**config.mk**
```make
export PLATFORM = sky130hd
export DESIGN_NAME = gshare_predictor
export DESIGN_NICKNAME = d
export VERILOG_FILES = /design/src/rtl/gshare_predictor.sv
export SDC_FILE = /design/constraint.sdc
export NUM_CORES = 1
export LEC_CHECK = 0
export BUFFER_PORTS_ARGS = -buffer_cell sky130_fd_sc_hd__buf_2
export CAP_MARGIN = 20
export CORE_ASPECT_RATIO = 0.5
export CORE_UTILIZATION = 58
export CTS_BUF_LIST = sky130_fd_sc_hd__clkbuf_16
export DETAILED_ROUTE_END_ITERATION = 10
export GPL_TIMING_DRIVEN = 0
export PLACE_DENSITY = 0.79
export REMOVE_ABC_BUFFERS = 1
export SYNTH_ARGS = -nofsm -noshare
export SYNTH_HDL_FRONTEND = slang
export SYNTH_SLANG_ARGS = --single-unit
```
**constraint.sdc**
```tcl
create_clock -name clk -period 4.3 [get_ports clk]
set_input_delay 0.43 -clock clk [delete_from_list [all_inputs] [get_ports clk]]
set_output_delay 0.43 -clock clk [all_outputs]
set_load 0.03 [all_outputs]
```
**src/rtl/gshare_predictor.sv**
```systemverilog
// Gshare/bimodal branch direction predictor: a table of saturating counters indexed by
// PC bits, optionally XORed with non-speculative global history, plus resolve statistics.
module gshare_predictor #(
  parameter int IDX_BITS = 6,
  parameter int CTR_BITS = 2,
  parameter int GHR_BITS = 6,
  parameter int USE_GHR  = 1
) (
  input  logic                clk,
  input  logic                rst,
  input  logic [31:0]         lookup_pc,
  output logic                predict_taken,
  output logic [IDX_BITS-1:0] predict_index,
  input  logic                update_valid,
  input  logic [IDX_BITS-1:0] update_index,
  input  logic                update_taken,
  input  logic                update_mispredict,
  output logic [GHR_BITS-1:0] ghr,
  output logic [31:0]         branch_cnt,
  output logic [31:0]         mispredict_cnt
);

  localparam int Entries = 1 << IDX_BITS;
  localparam logic [CTR_BITS-1:0] WeakTaken = {1'b1, {(CTR_BITS-1){1'b0}}};

  logic [CTR_BITS-1:0] ctrTable [Entries];
  logic [GHR_BITS-1:0] ghrQ;
  logic [31:0]         branchCntQ;
  logic [31:0]         mispredictCntQ;
  logic [IDX_BITS-1:0] pcIdx;
  logic [IDX_BITS-1:0] histIdx;
  logic [IDX_BITS-1:0] lookupIdx;
  logic                unusedPcBits;

  function automatic logic [CTR_BITS-1:0] ctrNext(input logic [CTR_BITS-1:0] ctr,
                                                   input logic taken);
    if (taken) return (ctr == {CTR_BITS{1'b1}}) ? ctr : ctr + 1'b1;
    else       return (ctr == '0) ? ctr : ctr - 1'b1;
  endfunction

  function automatic logic [31:0] satInc32(input logic [31:0] v);
    return (v == 32'hFFFF_FFFF) ? v : v + 32'd1;
  endfunction

  assign pcIdx        = lookup_pc[IDX_BITS+1:2];
  assign unusedPcBits = ^{lookup_pc[31:IDX_BITS+2], lookup_pc[1:0]};

  generate
    if (GHR_BITS < IDX_BITS) begin : gHistExt
      assign histIdx = {{(IDX_BITS-GHR_BITS){1'b0}}, ghrQ};
    end else begin : gHistTrunc
      assign histIdx = ghrQ[IDX_BITS-1:0];
    end
  endgenerate

  // Lookup: purely combinational, reads the table state before any same-cycle update
  assign lookupIdx     = (USE_GHR != 0) ? (pcIdx ^ histIdx) : pcIdx;
  assign predict_index = lookupIdx;
  assign predict_taken = ctrTable[lookupIdx][CTR_BITS-1];

  // Resolve: counter training, history shift and statistics on the rising edge
  always_ff @(posedge clk) begin
    if (rst) begin
      for (int i = 0; i < Entries; i++) ctrTable[i] <= WeakTaken;
      ghrQ           <= '0;
      branchCntQ     <= '0;
      mispredictCntQ <= '0;
    end else if (update_valid) begin
      ctrTable[update_index] <= ctrNext(ctrTable[update_index], update_taken);
      ghrQ                   <= (ghrQ << 1) | GHR_BITS'(update_taken);
      branchCntQ             <= satInc32(branchCntQ);
      if (update_mispredict) mispredictCntQ <= satInc32(mispredictCntQ);
    end
  end

  assign ghr            = ghrQ;
  assign branch_cnt     = branchCntQ;
  assign mispredict_cnt = mispredictCntQ;

endmodule
```
==> Word-level counts from Yosys, hierarchy flattened <==
Memories as Yosys holds them, arrays and structs flattened.
Index checks and enable logic that the tools add are counted.
Widths: inputs -> output; s select.
{ "word_totals": {"ram_bits": 128, "in_bits": 43, "regBits": 70, "elab_cells": 32, "memories": 1} }
{ "mem_list": {"columns": ["memory", "words", "word_bits", "rd", "rd_clocked_by_memory_dff", "write_ports", "line_no", "source"], "rows": [
  ["ctrTable", 64, 2, 2, 0, 64, "26", "logic [CTR_BITS-1:0] ctrTable [Entries];"]
]} }
{ "classes": {"add_sub_neg": 4, "eq_ne": 3, "bitwise": 4, "muxes": 13, "n_reduce_logical": 4} }
{ "ops": {"columns": ["op", "n"], "rows": [
  ["$add 32x1->32 const B", 2],
  ["$eq 32x32->1 const B", 2],
  ["$mux 2", 6],
  ["$mux 1", 6],
  ["$mux 6", 1],
  ["$or 6x1->6", 1],
  ["$xor 6x6->6", 1],
  ["$reduce_and 3->1", 1],
  ["$add 2x1->2 const B", 1],
  ["$eq 2x2->1 const B", 1],
  ["$logic_not 2->1", 1],
  ["$not 1->1", 2],
  ["$reduce_and 2->1", 1],
  ["$reduce_or 2->1", 1],
  ["$sub 2x1->2 const B", 1]
]} }

==> Logic depth before layout (Yosys ltp) <==
An unclocked memory read counts as a cell.
{ "depth": {"depth_word": 7, "ltp_mapped": 12} }

==> Worst setup path before layout <==
Ideal clock, no wire load.
{ "synth_timing": {"kind": "flip-flop to output port", "from": "reg ghrQ[0] (netlist: ghr[0])", "to": "out predict_taken", "setup_slack_ps": 750, "arrival_time_ps": 3120, "n_path_buf": 1, "path_stages_with_launch": 6, "cell_sequence": "dfxtp_1 > xor2_1 > buf_6 > mux4_2 > mux4_2 > mux4_2"} }
{ "synth_via": {"elab_chain_cells": 2} }
{ "synth_rtl": {"columns": ["element", "line_no", "source"], "rows": [
  ["start, declared", "27", "logic [GHR_BITS-1:0] ghrQ;"],
  ["start signal, assigned", "70", "ghrQ <= (ghrQ << 1) | GHR_BITS'(update_taken);"],
  ["$xor 6x6->6", "57", "assign lookupIdx = (USE_GHR != 0) ? (pcIdx ^ histIdx) : pcIdx;"],
  ["named net predict_index[0]", "13", "output logic [IDX_BITS-1:0] predict_index,"],
  ["$mem_v2 64x2", null, null],
  ["end, declared", "12", "output logic predict_taken,"]
]} }
The timed path passes the listed nets, and every way through them passes these cells.

==> run_results.csv <==
group,metric,value,unit
yosys,synth_ff_type,"edfxtp_1",
yosys,ys_ff_latch,198,
yosys,synth.avg_cell_area,10.9,µm²
global_route,grt_pass1_wl,43100,µm
floorplan,ios,120,
clocking,cts-root-buf,"clkbuf_16",
yosys,async_reset_ff_share,0,%
place,hpwl,18100,µm
worst_setup_path,r2r-start,"ctrTable[10][1]",
worst_setup_path,critPathKind,"primary input to flip-flop",
min_path,hold_path_end,"ghr[0]",
outcome,outcome,"completed",
sta,slew_viol_final,0,
min_path,hold_depth,3,
drt,drtIter0Drc,912,
yosys,synth_area,10600,µm²
clocking,clk_latency,450,ps
sta,finalCritPeriodShare,93.6,%
sta,slew_headroom,21.8,%
clocking,clk_pin_slew_worst_paths,70,ps
yosys,yosysSeqAreaShare,49.6,%
clocking,cts-hold-fix-buffers,0,
drt,drc,0,
sta,clock_skew,18.3,ps
worst_setup_path,cp-start-kind,"primary input",
sta,setup-violations-final,0,
pwr,p_per_area,351,nW/µm²
min_path,min_from,"update_taken",
final_layout,layout.cells.most_common,"edfxtp_1",
final_layout,num_antenna_cells,0,
yosys,ys_types,60,
drt,drt_wl_total,27700,µm
floorplan,placementRows,34,
pwr,p_leak,3.95,nW
sta,hold_viol_final,0,
sta,tightest_slew,1170,ps
global_route,first_global_vias,7769,
clocking,cts.sinks,198,
drt,wire_per_inst,22.0,µm
worst_setup_path,cp_max_fo,33,
floorplan,die-area,18800,µm²
global_route,overflow,0,
clocking,cts_buffers,17,
min_path,hp-class,"primary input to flip-flop",
global_route,grt_max_degree,91,
floorplan,dieHeight,97.5,µm
drt,viasPerCell,6.59,
worst_setup_path,reg2reg_to,"ctrTable[19][1]",
sta,fin_setup_tns,0,ps
worst_setup_path,end_kind,"flip-flop",
final_layout,drive_gt1_share,24.8,%
yosys,yosys_warnings,0,
floorplan,core-area,17600,µm²
place,place.gp.congestion,0.870,
drt,first_pass_iters,10,
drt,vias,8291,
global_route,antenna_found_initial,2,
floorplan,die_x,193,µm
final_layout,synthToLayoutAreaGrowth,10.3,%
sta,period_minus_slack,4030,ps
place,port_buffers,93,
final_layout,layout_common_cells,"edfxtp_1, nor2_1, buf_2, nand3_1, dfxtp_1",
clocking,clock_path_buffers,2,
worst_setup_path,cp.arrival,4160,ps
final_layout,final_core_util,66.2,%
final_layout,nets,1057,
worst_setup_path,ff2ff_setup_slack,940,ps
global_route,track_usage,30.5,%
pwr,ir_drop,0.277,mV
floorplan,start_util,60.1,%
worst_setup_path,r2r_cells,9,
sta,fmax,248,MHz
drt,antenna_left,0,
clocking,tritoncts,"built",
clocking,htree_num_levels,4,
sta,rsz0062_at_grt,"false",
final_layout,fillers,1361,
run,drv_cap,0,
yosys,synth-edff-count,128,
yosys,synth_cells,970,
worst_setup_path,crit_required,4430,ps
## repair_timing
item                       4_1_cts  5_1_grt
buffers inserted                 0        0
setup endpoints to repair       32        0
resized for setup                1        0
## Yosys cell counts, drive strengths merged (3+ instances only)
library cell	count	area (µm²)
clkbuf	45	169
xor2	37	324
o21bai	13	97.6
nand3	72	360
a221oi	10	106
a32oi	3	26.3
mux2	16	184
buf	35	269
o21ai	13	65.1
a211oi	3	22.5
dfxtp	70	1400
nor2b	7	43.8
nand4	26	163
and4	9	78.8
a21oi	16	80.1
edfxtp	128	3840
a22o	3	26.3
nand2b	15	93.8
a21o	27	203
nor3	61	551
mux4	28	634
inv	16	60.1
nand2	69	262
xnor2	23	201
and2	12	75.1
a22oi	14	105
or2	13	81.3
or3	9	56.3
mux2i	19	190
nor2	105	399
nor4	8	50.1
a31oi	4	25.0
and3	19	119
## worst max-delay path by stage
| stage | depth (start not counted) | start | to | slack [ps] |
|---|---|---|---|---|
| floorplan | 4 | ghr[0] | predict_taken | -150 |
| global placement | 9 | update_index[2] | ctrTable[48][1] | -1460 |
| detailed placement | 10 | update_index[2] | ctrTable[21][1] | -440 |
| CTS | 9 | update_index[0] | ctrTable[19][1] | 280 |
| global route | 9 | update_index[1] | ctrTable[19][1] | 130 |
| finish | 9 | update_index[1] | ctrTable[19][1] | 270 |
## flip-flops by register name (all words and copies together), names as in the netlist
register        cells
ghr                 6
mispredict_cnt     32
branch_cnt         32
ctrTable          128
## critical path, stage by stage
cell and delay (ps):
buf_2 600, nor2b_1 1000, a22oi_1 170, nand3_1 200
o211ai_1 160, nor4b_4 380, maj3_2 770, buf_12 290
nand3_1 120
## cells by family (layout without fill, tap and decap cells)
kind of cell | count (synthesis) | in the layout | synth area share, %
buffers and inverters | 98 | 153 | 4.78
flip-flops | 198 | 198 | 49.6
XOR/XNOR | 60 | 60 | 4.97
AO/OA/AOI/OAI | 118 | 118 | 8.16
multiplexers | 63 | 63 | 9.54
AND/OR/NAND/NOR | 429 | 429 | 22.5
adder cells (fa/ha/maj) | 4 | 4 | 0.438
## stage by stage
step | cell area (µm²) | hold WS, ps | std cells | total power [mW] | worst slack, ps
finish | 11700 | 279 | 1259 | 4.09 | 273
global route | 11700 | 295 | 1259 | 4.19 | 132
CTS | 11600 | 273 | 1257 | 4.09 | 278
detailed placement | 11100 | 501 | 1225 | 2.54 | -444
global placement | 10900 | 479 | 1217 | 2.50 | -1460
floorplan | 10100 | 499 | 890 | 2.35 | -146
## report_power, final
group	switching (mW)	internal, mW
clock	0.805	0.779
combinational	0.316	0.134
sequential	0.0155	2.04
## routing by layer
layer / routed length, µm / part of all wire [%] / vias to the layer above / track usage, %
met5: 12 / 0.043 / - / 0
met4: 908 / 3.3 / 2 / 11.9
met3: 3340 / 12 / 85 / 9.82
met2: 12700 / 46 / 546 / 45.2
met1: 10800 / 39 / 4020 / 41.6
li1: - / - / 3638 / -
## area by class of cell
cell class	instances	area, µm²	share of cell area (%)
flip-flops and latches	198	5250	45.0
repair buffers	103	616	5.28
clock inverters	15	156	1.34
well taps	234	293	2.51
multi-input cells	674	4860	41.7
inverters	18	67.6	0.579
clock buffers	17	425	3.65
Power figures use the tool's default switching activity.
